===== config.mk =====
export PLATFORM = sky130hd
export DESIGN_NAME = mem_req_arbiter
export DESIGN_NICKNAME = d
export VERILOG_FILES = /design/src/rtl/mem_req_arbiter.sv
export SDC_FILE = /design/constraint.sdc
export NUM_CORES = 1
export LEC_CHECK = 0
export CORE_ASPECT_RATIO = 1.1
export CORE_MARGIN = 4
export CORE_UTILIZATION = 40
export DETAILED_ROUTE_END_ITERATION = 6
export PLACE_DENSITY = 0.8
export SYNTH_ARGS = -nofsm -noshare
export SYNTH_HDL_FRONTEND = slang
export SYNTH_SLANG_ARGS = --single-unit

===== constraint.sdc =====
create_clock -name clk -period 2.5 [get_ports clk]
set_input_delay 0.25 -clock clk [delete_from_list [all_inputs] [get_ports clk]]
set_output_delay 0.25 -clock clk [all_outputs]
set_load 0.005 [all_outputs]

===== src/rtl/mem_req_arbiter.sv =====
// mem_req_arbiter: round-robin arbiter sharing one memory_controller command
// port between NUM_REQ requesters. One transaction is outstanding at a time;
// the winner's cmd/addr/wdata are latched in IDLE, issued with a one-cycle
// mem_ready strobe, and the completion is routed back to the owning port.
// Optional feature: define MEM_ARB_TIMEOUT_EN to bound the WAIT state with a
// TIMEOUT_CYC-cycle watchdog that completes the transaction with rsp_err=1.
module mem_req_arbiter #(
  parameter int NUM_REQ     = 2,
  parameter int ADDR_W      = 25,
  parameter int DATA_W      = 16,
  parameter int TIMEOUT_CYC = 1024
) (
  input  logic                      clk,
  input  logic                      rst_n,
  input  logic [NUM_REQ-1:0]        req_valid,
  input  logic [2*NUM_REQ-1:0]      req_cmd,
  input  logic [ADDR_W*NUM_REQ-1:0] req_addr,
  input  logic [DATA_W*NUM_REQ-1:0] req_wdata,
  output logic [NUM_REQ-1:0]        req_grant,
  output logic [NUM_REQ-1:0]        rsp_valid,
  output logic                      rsp_err,
  output logic [DATA_W-1:0]         rsp_rdata,
  output logic [1:0]                mem_cmd,
  output logic [ADDR_W-1:0]         mem_addr,
  output logic [DATA_W-1:0]         mem_wdata,
  output logic                      mem_ready,
  input  logic                      mem_valid,
  input  logic [DATA_W-1:0]         mem_rdata,
  output logic                      busy
);

  localparam int OW = (NUM_REQ > 1) ? $clog2(NUM_REQ) : 1;

  localparam logic [2:0] S_IDLE  = 3'd0;
  localparam logic [2:0] S_ISSUE = 3'd1;
  localparam logic [2:0] S_WAIT  = 3'd2;
  localparam logic [2:0] S_RESP  = 3'd3;
  localparam logic [2:0] S_ERR   = 3'd4;

  localparam logic [1:0] CMD_NONE  = 2'b00;
  localparam logic [1:0] CMD_WRITE = 2'b10;
  localparam logic [1:0] CMD_READ  = 2'b01;

  logic [2:0]        state;
  logic [OW-1:0]     last_grant;
  logic [OW-1:0]     owner;

  // Arbitration-stage (combinational) view of the requesters.
  logic [1:0]        cmd_arr   [NUM_REQ];
  logic [ADDR_W-1:0] addr_arr  [NUM_REQ];
  logic [DATA_W-1:0] wdata_arr [NUM_REQ];
  logic              win_found_p0;
  logic [OW-1:0]     win_idx_p0;
  logic [OW-1:0]     scan_idx;
  logic              win_legal_p0;

  // Latched request, held for the whole transaction.
  logic [1:0]        cmd_p1;
  logic [ADDR_W-1:0] addr_p1;
  logic [DATA_W-1:0] wdata_p1;

`ifdef MEM_ARB_TIMEOUT_EN
  localparam int CW = $clog2(TIMEOUT_CYC + 1);
  logic [CW-1:0]     wait_cnt;
  logic              tout_p1;
`endif

  for (genvar g = 0; g < NUM_REQ; g++) begin : g_unpack
    assign cmd_arr[g]   = req_cmd[2*g +: 2];
    assign addr_arr[g]  = req_addr[ADDR_W*g +: ADDR_W];
    assign wdata_arr[g] = req_wdata[DATA_W*g +: DATA_W];
  end

  // Round-robin pick: first pending port scanning upward from last_grant+1.
  always_comb begin
    win_found_p0 = 1'b0;
    win_idx_p0   = '0;
    scan_idx     = '0;
    for (int i = 1; i <= NUM_REQ; i++) begin
      scan_idx = OW'((int'(last_grant) + i) % NUM_REQ);
      if (!win_found_p0 && req_valid[scan_idx]) begin
        win_found_p0 = 1'b1;
        win_idx_p0   = scan_idx;
      end
    end
    win_legal_p0 = (cmd_arr[win_idx_p0] == CMD_WRITE) ||
                   (cmd_arr[win_idx_p0] == CMD_READ);
  end

  // Transaction FSM plus the request latch and read-data capture.
  always_ff @(posedge clk or negedge rst_n) begin
    if (!rst_n) begin
      state      <= S_IDLE;
      last_grant <= OW'(NUM_REQ - 1);
      owner      <= '0;
      cmd_p1     <= CMD_NONE;
      addr_p1    <= '0;
      wdata_p1   <= '0;
      rsp_rdata  <= '0;
`ifdef MEM_ARB_TIMEOUT_EN
      wait_cnt   <= '0;
      tout_p1    <= 1'b0;
`endif
    end else begin
      case (state)
        S_IDLE: begin
          if (win_found_p0) begin
            owner      <= win_idx_p0;
            last_grant <= win_idx_p0;
            cmd_p1     <= cmd_arr[win_idx_p0];
            addr_p1    <= addr_arr[win_idx_p0];
            wdata_p1   <= wdata_arr[win_idx_p0];
            state      <= win_legal_p0 ? S_ISSUE : S_ERR;
          end
        end
        S_ISSUE: begin
          state <= S_WAIT;
`ifdef MEM_ARB_TIMEOUT_EN
          wait_cnt <= '0;
          tout_p1  <= 1'b0;
`endif
        end
        S_WAIT: begin
          if (mem_valid) begin
            // Write completions capture too, so rsp_rdata always reflects the last completion.
            rsp_rdata <= mem_rdata;
            state     <= S_RESP;
`ifdef MEM_ARB_TIMEOUT_EN
          end else if (wait_cnt == CW'(TIMEOUT_CYC - 1)) begin
            rsp_rdata <= '0;
            tout_p1   <= 1'b1;
            state     <= S_RESP;
          end else begin
            wait_cnt <= wait_cnt + 1'b1;
`endif
          end
        end
        S_RESP:  state <= S_IDLE;
        S_ERR:   state <= S_IDLE;
        default: state <= S_IDLE;
      endcase
    end
  end

  // Output decode: strobes come from the state, payload from the latch.
  always_comb begin
    req_grant = '0;
    rsp_valid = '0;
    if (state == S_ISSUE || state == S_ERR) req_grant[owner] = 1'b1;
    if (state == S_RESP || state == S_ERR)  rsp_valid[owner] = 1'b1;
`ifdef MEM_ARB_TIMEOUT_EN
    rsp_err = (state == S_ERR) || ((state == S_RESP) && tout_p1);
`else
    rsp_err = (state == S_ERR);
`endif
    mem_ready = (state == S_ISSUE);
    mem_cmd   = (state == S_ISSUE || state == S_WAIT) ? cmd_p1 : CMD_NONE;
    mem_addr  = addr_p1;
    mem_wdata = wdata_p1;
    busy      = (state != S_IDLE);
  end

endmodule

======== Word level (Yosys, flattened, before mapping) ========
Index checks and enable logic that the tools add are counted.
word-level totals
  register bits after elaboration ......... 64
  bits of input ports ..................... 107
  word-level logic and storage cells ...... 61
operators by class
  $add $sub $neg .......................... 2
  order comparisons ....................... 5
  equal/unequal tests ..................... 8
  muxes and demuxes ....................... 26
  bitwise gates (word level) .............. 1
  reductions and logical operators ........ 12
operator list
  operator                                                                count
  25-bit 2-to-1 mux                                                       3
  16-bit 2-to-1 mux                                                       3
  2-bit 2-to-1 mux                                                        6
  1-bit 2-to-1 mux                                                        9
  3-bit 2-to-1 mux                                                        3
  3-bit case mux with 3 select lines                                      1
  3-bit by 2-bit equality test with 1-bit output (second input constant)  2
  1-bit by 2-bit < comparator with 1-bit output (second input constant)   3
  2-bit AND reduction                                                     3
  1-bit logical OR                                                        4
  2-bit inequality test (second input constant)                           2
  3-bit by 1-bit equality test with 1-bit output (second input constant)  1
  3-bit equality test (second input constant)                             1
  3-bit logical NOT                                                       1
  3-bit nonzero test                                                      1
  1-bit adder (second input constant)                                     2
  2-bit by 1-bit equality test with 1-bit output (second input constant)  1
  2-bit equality test (second input constant)                             1
  2-bit >= comparator (second input constant)                             1
  1-bit logical AND                                                       2
  1-bit NOT with 2-bit output                                             1
  1-bit demux with 1-bit select                                           1
  1-bit >= comparator (second input constant)                             1
  1-bit logical NOT                                                       1

======== Longest topological paths before layout ========
Gate-level depths: netlist of the first run.
  depth in word-level cells ............... 16
  mapped depth ............................ 5
  mapped depth without buffers ............ 3

======== Least setup slack after synthesis of the first run ========
No wires, ideal clock.
  path kind ............................... register -> register
  from .................................... register state[2]
  to ...................................... register cmd_p1[0]
  library setup time ...................... 0.125 ns
  arrival ................................. 1.415 ns
  required time ........................... 2.375 ns
  slack ................................... 0.960 ns
  cell stages (with the launch flop) ...... 6
  path buffers ............................ 2
  period minus slack after synthesis ...... 1.540 ns
  cells stage by stage .................... dfrtp_1 nor3_4 o21a_1 buf_6 buf_12 mux2_4
on the way
  longest elaborated chain between the ends .. 2
ends and longest elaborated chain
  item                           line  RTL
  start: declaration             44    logic [2:0] state;
  start signal: assignment       113   state <= win_legal_p0 ? S_ISSUE : S_ERR;
  3-bit logical NOT              105   case (state)
  2-bit AND reduction (no line)  -
  end signal: assignment         110   cmd_p1 <= cmd_arr[win_idx_p0];
  end: declaration               58    logic [1:0] cmd_p1;
No other way between the ends.
A chain may end at the register's enable or synchronous reset.

======== Worst setup path after layout of the first run ========
  from .................................... register state[1]
  to ...................................... output req_grant[1]
on the way
  longest elaborated chain between the ends .. 3
ends and longest elaborated chain
  item                                                                                   line  RTL
  3-bit by 1-bit equality test with 1-bit output or 3-bit equality test (tied branches)  149   if (state == S_ISSUE || state == S_ERR) req_grant[owner] = 1'b1;
  1-bit logical OR (*)                                                                   149
  2-bit 2-to-1 mux (*)                                                                   149
  end: declaration                                                                       19    output logic [NUM_REQ-1:0] req_grant,
Every way passes the cells marked *; elsewhere a longest branch is shown, timed or not.

==> results of run 1 <==
-- layer usage --
| metal | vias up | wire length, microns | GRT usage [%] |
|---|---|---|---|
| met3 | 7 | 611 | 5.10 |
| li1 | 1088 | - | - |
| met2 | 101 | 4270 | 28.6 |
| met5 | - | 0 | 0 |
| met4 | 0 | 78 | 5.02 |
| met1 | 1143 | 3190 | 18.4 |
-- worst max-delay path, delay by kind of cell, from the launching register on --
kind / cells / cell delay (ns)
buffers and inverters: 1 / 0.52
flip-flops: 1 / 0.45
AND/OR/NAND/NOR: 3 / 0.60
-- sequential cells by signal (all words and copies together), names as in the netlist --
signal      flops
mem_wdata      16
state           3
last_grant      1
owner           1
mem_addr       25
cmd_p1          2
rsp_rdata      16
-- synth_stat cells, drive strengths merged --
| cell | n |
|---|---|
| mux2 | 102 |
| dfrtp | 63 |
| buf | 12 |
| nor2 | 5 |
| nor2b | 3 |
| xnor2 | 3 |
| a21oi | 2 |
| and2 | 2 |
| nor3b | 2 |
| a21boi | 1 |
| a21o | 1 |
| a22o | 1 |
| a31oi | 1 |
| and3b | 1 |
| dfstp | 1 |
| inv | 1 |
| mux2i | 1 |
| nor3 | 1 |
| o21a | 1 |
| o21ai | 1 |
-- cells by family (layout without fill, tap and decap cells) --
logic type,after synthesis,after routing,share of synthesized area [%]
AO/OA/AOI/OAI,8,8,1.63
XOR/XNOR,3,3,0.761
buffers and inverters,13,197,5.72
AND/OR/NAND/NOR,14,14,2.61
multiplexers,103,103,42.9
flip-flops,64,64,46.4
-- final cells by class --
cell class / count / area (sq um) / share of cell area, %
repair buffers: 180 / 1800 / 33.4
well taps: 111 / 139 / 2.57
clock inverters: 6 / 60.1 / 1.11
flip-flops and latches: 64 / 1600 / 29.7
multi-input cells: 128 / 1660 / 30.8
clock buffers: 10 / 128 / 2.36
inverters: 1 / 3.75 / 0.0695
-- worst max-delay path by stage --
stage	endpoint	cells past startpoint
final	req_grant[1]	4
after global routing	req_grant[1]	4
after CTS	req_grant[1]	4
after detailed placement	mem_wdata[13]$_DFFE_PN0P_	5
after global placement	mem_wdata[11]$_DFFE_PN0P_	5
after floorplan	cmd_p1[0]$_DFFE_PN0P_	5
-- power by group through the flow --
stage / logic [uW] / clock network [uW] / registers, uW
3_3_place_gp: 3090 / 0 / 1910
3_5_place_dp: 3150 / 0 / 1930
2_1_floorplan: 1760 / 0 / 1920
4_1_cts: 3160 / 884 / 1930
5_1_grt: 3310 / 931 / 2000
6_report: 3100 / 852 / 1920
-- metrics by stage --
step	utilization [%]	instances	hold slack [ns]	worst slack, ns	power (uW)
4_1_cts	64.2	500	0.414	0.322	5970
2_1_floorplan	-	205	-0.0456	0.960	3680
3_5_place_dp	61.9	483	0.243	0.366	5080
5_1_grt	64.2	500	0.456	0.178	6240
6_report	64.2	500	0.409	0.360	5870
3_3_place_gp	61.9	483	0.242	0.398	5000
-- repair_timing --
action,4_1_cts,5_1_grt
setup buffers,0,0
hold endpoints to repair,21,0
hold buffers,1,0
==> summary.md, run 1 <==
| Metric | Value |
|---|---|
| Max-cap violations | 0 |
| GP Congestion | 0.690 |
| Slowest stage delay, CP | 0.52 ns |
| Via Count | 2339 |
| Synth top area share | 45.6% |
| Syn Area/Cell | 16.9 sq um |
| Setup_tns | 0 ns |
| Leakage | 0.00236 uW |
| Sequential Power Share | 32.7% |
| Worst-path cell chain | nor3b_1 -> nor2_1 -> nor2b_1 -> clkdlybuf4s50_1 |
| Buffers added on ports | 172 |
| Max FO, Critical Path | 5 |
| Initial antenna violation count | 0 |
| Die Span X | 96.6 microns |
| FMAX | 0.467 GHz |
| Post-route cell area | 5400 sq um |
| WP data required | 2.25 ns |
| Clock sinks | 64 |
| Register area share after synthesis | 46.4% |
| H-tree depth | 3 |
| R2R setup slack | 0.71 ns |
| Mapped Area | 3450 sq um |
| Core ar. | 8410 sq um |
| RSZ-0062 raised after global routing | false |
| Die Span Y | 105 microns |
| Worst slew margin | 67.2% |
| Largest net degree at the start of global routing | 32 |
| Clock Power Share | 14.5% |
| Post-DP HPWL | 6270 microns |
| CP startpoint | state[1]$_DFFE_PN0P_ |
| Cts bufs inserted | 9 |
| Initial Utilization | 41.1% |
| I/O pin cnt | 173 |
| CP arrival | 1.89 ns |
| Cell taking the most area after synthesis | dfrtp_1 |
| Min Tclk post-route | 2.14 ns |
| P&R area growth vs syn | 56.3% |
| Max Clock Skew | 0.00858 ns |
| Setup Viol. Count Final | 0 |
| Final hold vios | 0 |
| Worst reg2reg path endpoint | rsp_rdata[1]$_DFFE_PN0P_ |
| Synthesis Warnings | 0 |
| Slowest CP cell | clkdlybuf4s50_1 |
| Most common cell after layout, fill and taps aside | clkdlybuf4s50_1 |
| Min-Delay Path Class | input pin to async pin |
| Yosys reg bits | 64 |
| First-pass GRT wire length | 13200 microns |
| Worst R2R Start | state[1]$_DFFE_PN0P_ |
| Internal Power | 4230 uW |
| Fillers | 658 |
| Combinational cell fraction of total power | 52.8% |
| Outcome | finished clean |
| Global router's overall resource usage | 16.1% |
| WL/cell | 16.3 microns |
| VDD IR max | 509 uV |
| PostCTS Resize Cnt | 0 |
| N_diodes | 0 |
| Clock transition at path regs | 0.08 ns |
| Post-DP Area | 5200 sq um |
| Worst-Skew Late Latency | 0.33 ns |
| Fin nets | 491 |
| Layout cell share with drive strength beyond 1 | 33.2% |
| Cells taking the most area after synthesis | dfrtp_1 46%, mux2_4 37%, mux2_2 5.2% |
| Syn_nets | 312 |
| Vias per inst | 4.68 |
| Crit. End Element | output port |
| Root Driver | clkbuf_8 |
| Antenna Violating Nets Remaining | 0 |
| CTS tree | yes |
| Most frequent cells in the layout | 171 x clkdlybuf4s50_1, 86 x mux2_4, 63 x dfrtp_1, 16 x mux2_2, 9 x clkbuf_8 |
| Critical path class | register to output port |
| Clk buf depth | 2 |
| Slew Limit Fails | 0 |
| Tcrit/Tclk final | 85.6% |
| Cell variety after synth | 23 |
| DIE AREA | 10200 sq um |
| DR DRC count | 0 |
| Sw Ratio | 28.0% |
| P_sw | 1640 uW |
| GR Overflow Total | 0 |
| Startpoint Class | register |
| R2r worst-path depth | 4 |
| Pwr dens | 1090 nW/um^2 |
| DR pass1 iterations | 3 |
| Final WL | 8140 microns |
| Starting DRT DRC Count | 53 |
| Row cnt | 35 |
| Worst-Margin Slew | 0.491 ns |
| Post-Synthesis Cells | 205 |
| Vias in the first global route | 2614 |
No activity file was read; power rests on OpenSTA's default activity.
==> inputs of run 2 (changes only) <==
Settings changed: CORE_ASPECT_RATIO 1.1 to 1.4.
==> summary.md, run 2 (synthesis gave the netlist of run 1 again) <==
| Metric | Value |
|---|---|
| Outcome | finished clean |
| Post-DP HPWL | 6460 microns |
| Slew Limit Fails | 0 |
| Clk buf depth | 2 |
| M2 GR Usage | 27.9% |
| Pwr dens | 1150 nW/um^2 |
| Setup Viol. Count Final | 0 |
| Final WL | 8220 microns |
| Worst-path cell chain | nor3b_1 -> a21oi_1 -> nor2b_1 -> clkdlybuf4s50_1 |
| Final WS setup | 0.364 ns |
| Most common cell after layout, fill and taps aside | clkdlybuf4s50_1 |
| Max FO, Critical Path | 5 |
| Internal Power | 4670 uW |
| Starting DRT DRC Count | 40 |
| Setup_tns | 0 ns |
| Critical path class | register to output port |
| Combinational cell fraction of total power | 48.7% |
| P&R area growth vs syn | 60.6% |
| Die Span Y | 118 microns |
| Final design utilization | 66.9% |
| Root Driver | clkbuf_16 |
| Met3 GRT Util | 4.27% |
| Post-DP Area | 5210 sq um |
| DIE AREA | 10200 sq um |
| Worst slew margin | 58.9% |
| CP arrival | 1.89 ns |
| Largest net degree at the start of global routing | 35 |
| Met1 Use GR | 18.1% |
| Min-Delay Path Class | input pin to async pin |
| VDD IR max | 593 uV |
| Vias per inst | 4.72 |
| WP data required | 2.25 ns |
| Sw Ratio | 26.8% |
| Crit. End Element | output port |
| CTS tree | yes |
| Post-Place Setup Slack | 0.439 ns |
| FMAX | 0.468 GHz |
| Initial antenna violation count | 0 |
| WL/cell | 16.7 microns |
| Worst-Margin Slew | 0.616 ns |
| DR pass1 iterations | 4 |
| Core ar. | 8300 sq um |
| Startpoint Class | register |
| GR peak layer | met2 |
| Buffers added on ports | 172 |
| N_diodes | 0 |
| GR Overflow Total | 0 |
| Final hold vios | 0 |
| Global router's overall resource usage | 15.9% |
| Post-route cell area | 5550 sq um |
| RSZ-0062 raised after global routing | false |
| DR DRC count | 0 |
| Slowest CP cell | clkdlybuf4s50_1 |
| Row cnt | 39 |
| Clock Power Share | 21.2% |
| GP Congestion | 0.728 |
| Max reg flops | 25 |
| Min Tclk post-route | 2.14 ns |
| Worst-Skew Late Latency | 0.32 ns |
| Fin nets | 493 |
| Max Clock Skew | 0.00522 ns |
| Via Count | 2328 |
| P_sw | 1710 uW |
| Initial Utilization | 41.6% |
| Slowest stage delay, CP | 0.51 ns |
| Layout cell share with drive strength beyond 1 | 33.8% |
| Max-cap violations | 0 |
| H-tree depth | 3 |
| I/O pin cnt | 173 |
| Fillers | 648 |
| Die Span X | 86.5 microns |
| Sequential Power Share | 30.1% |
| First-pass GRT wire length | 12700 microns |
| Leakage | 0.00243 uW |
| Most frequent cells in the layout | 171 x clkdlybuf4s50_1, 86 x mux2_4, 63 x dfrtp_1, 16 x mux2_2, 9 x clkbuf_16 |
| Setup Buffers After CTS | 0 |
| Tcrit/Tclk final | 85.4% |
| Cts bufs inserted | 9 |
| Clock transition at path regs | 0.05 ns |
| Clock sinks | 64 |
| Antenna Violating Nets Remaining | 0 |
| Vias in the first global route | 2534 |
run 2: per-stage QoR:
| step | hold WS (ns) | cells | total power, uW |
|---|---|---|---|
| after floorplan | -0.0456 | 205 | 3680 |
| after global placement | 0.296 | 476 | 5000 |
| after detailed placement | 0.304 | 476 | 5080 |
| after CTS | 0.487 | 493 | 6480 |
| after global routing | 0.520 | 493 | 6730 |
| final | 0.473 | 493 | 6380 |
run 2: final timing paths:
path	from	end	slack (ns)	cells past startpoint
max	state[1]$_DFFE_PN0P_	rsp_valid[1]	0.36	4
min	rst_n	rsp_rdata[14]$_DFFE_PN0P_	0.47	2
max reg2reg	state[1]$_DFFE_PN0P_	rsp_rdata[10]$_DFFE_PN0P_	0.70	4
min reg2reg	rsp_rdata[11]$_DFFE_PN0P_	rsp_rdata[11]$_DFFE_PN0P_	0.50	1
max in group asynchronous	rst_n	last_grant$_DFFE_PN1P_	1.40	3
min in group clk	rsp_rdata[11]$_DFFE_PN0P_	rsp_rdata[11]$_DFFE_PN0P_	0.50	1
run 2: area by class of cell:
type	count	area [sq um]	share of cell area, %
timing repair buffer	182	1820	32.8
multi-input combinational	128	1660	30.0
sequential	64	1600	28.9
clock buffer	10	239	4.31
tap	102	128	2.30
clock inverter	6	92.6	1.67
inverter	1	3.75	0.0677
run 2: critical path, delay by kind of cell, from the launching register on:
kind / cells / cell delay, ns
and+or+nand+nor: 2 / 0.51
buffers and inverters: 1 / 0.51
DFF: 1 / 0.45
AOI/OAI and AO/OA: 1 / 0.11
run 2: timing repair:
item	CTS	global route
resized for setup	0	0
hold buffers	1	0
endpoints found under the hold margin	24	0
run 2: layer usage:
layer / wire length (microns) / part of all wire, % / vias up
li1: - / - / 1097
met5: 0 / 0 / -
met3: 698 / 8.5 / 9
met1: 3170 / 39 / 1119
met2: 4230 / 51 / 103
met4: 120 / 1.5 / 0
run 2: power by group through the flow:
stage | Clock [uW] | Combinational [uW] | Sequential (uW)
after CTS | 1380 | 3170 | 1920
after floorplan | 0 | 1760 | 1920
final | 1350 | 3110 | 1920
after global placement | 0 | 3100 | 1900
after global routing | 1430 | 3300 | 2000
after detailed placement | 0 | 3160 | 1920
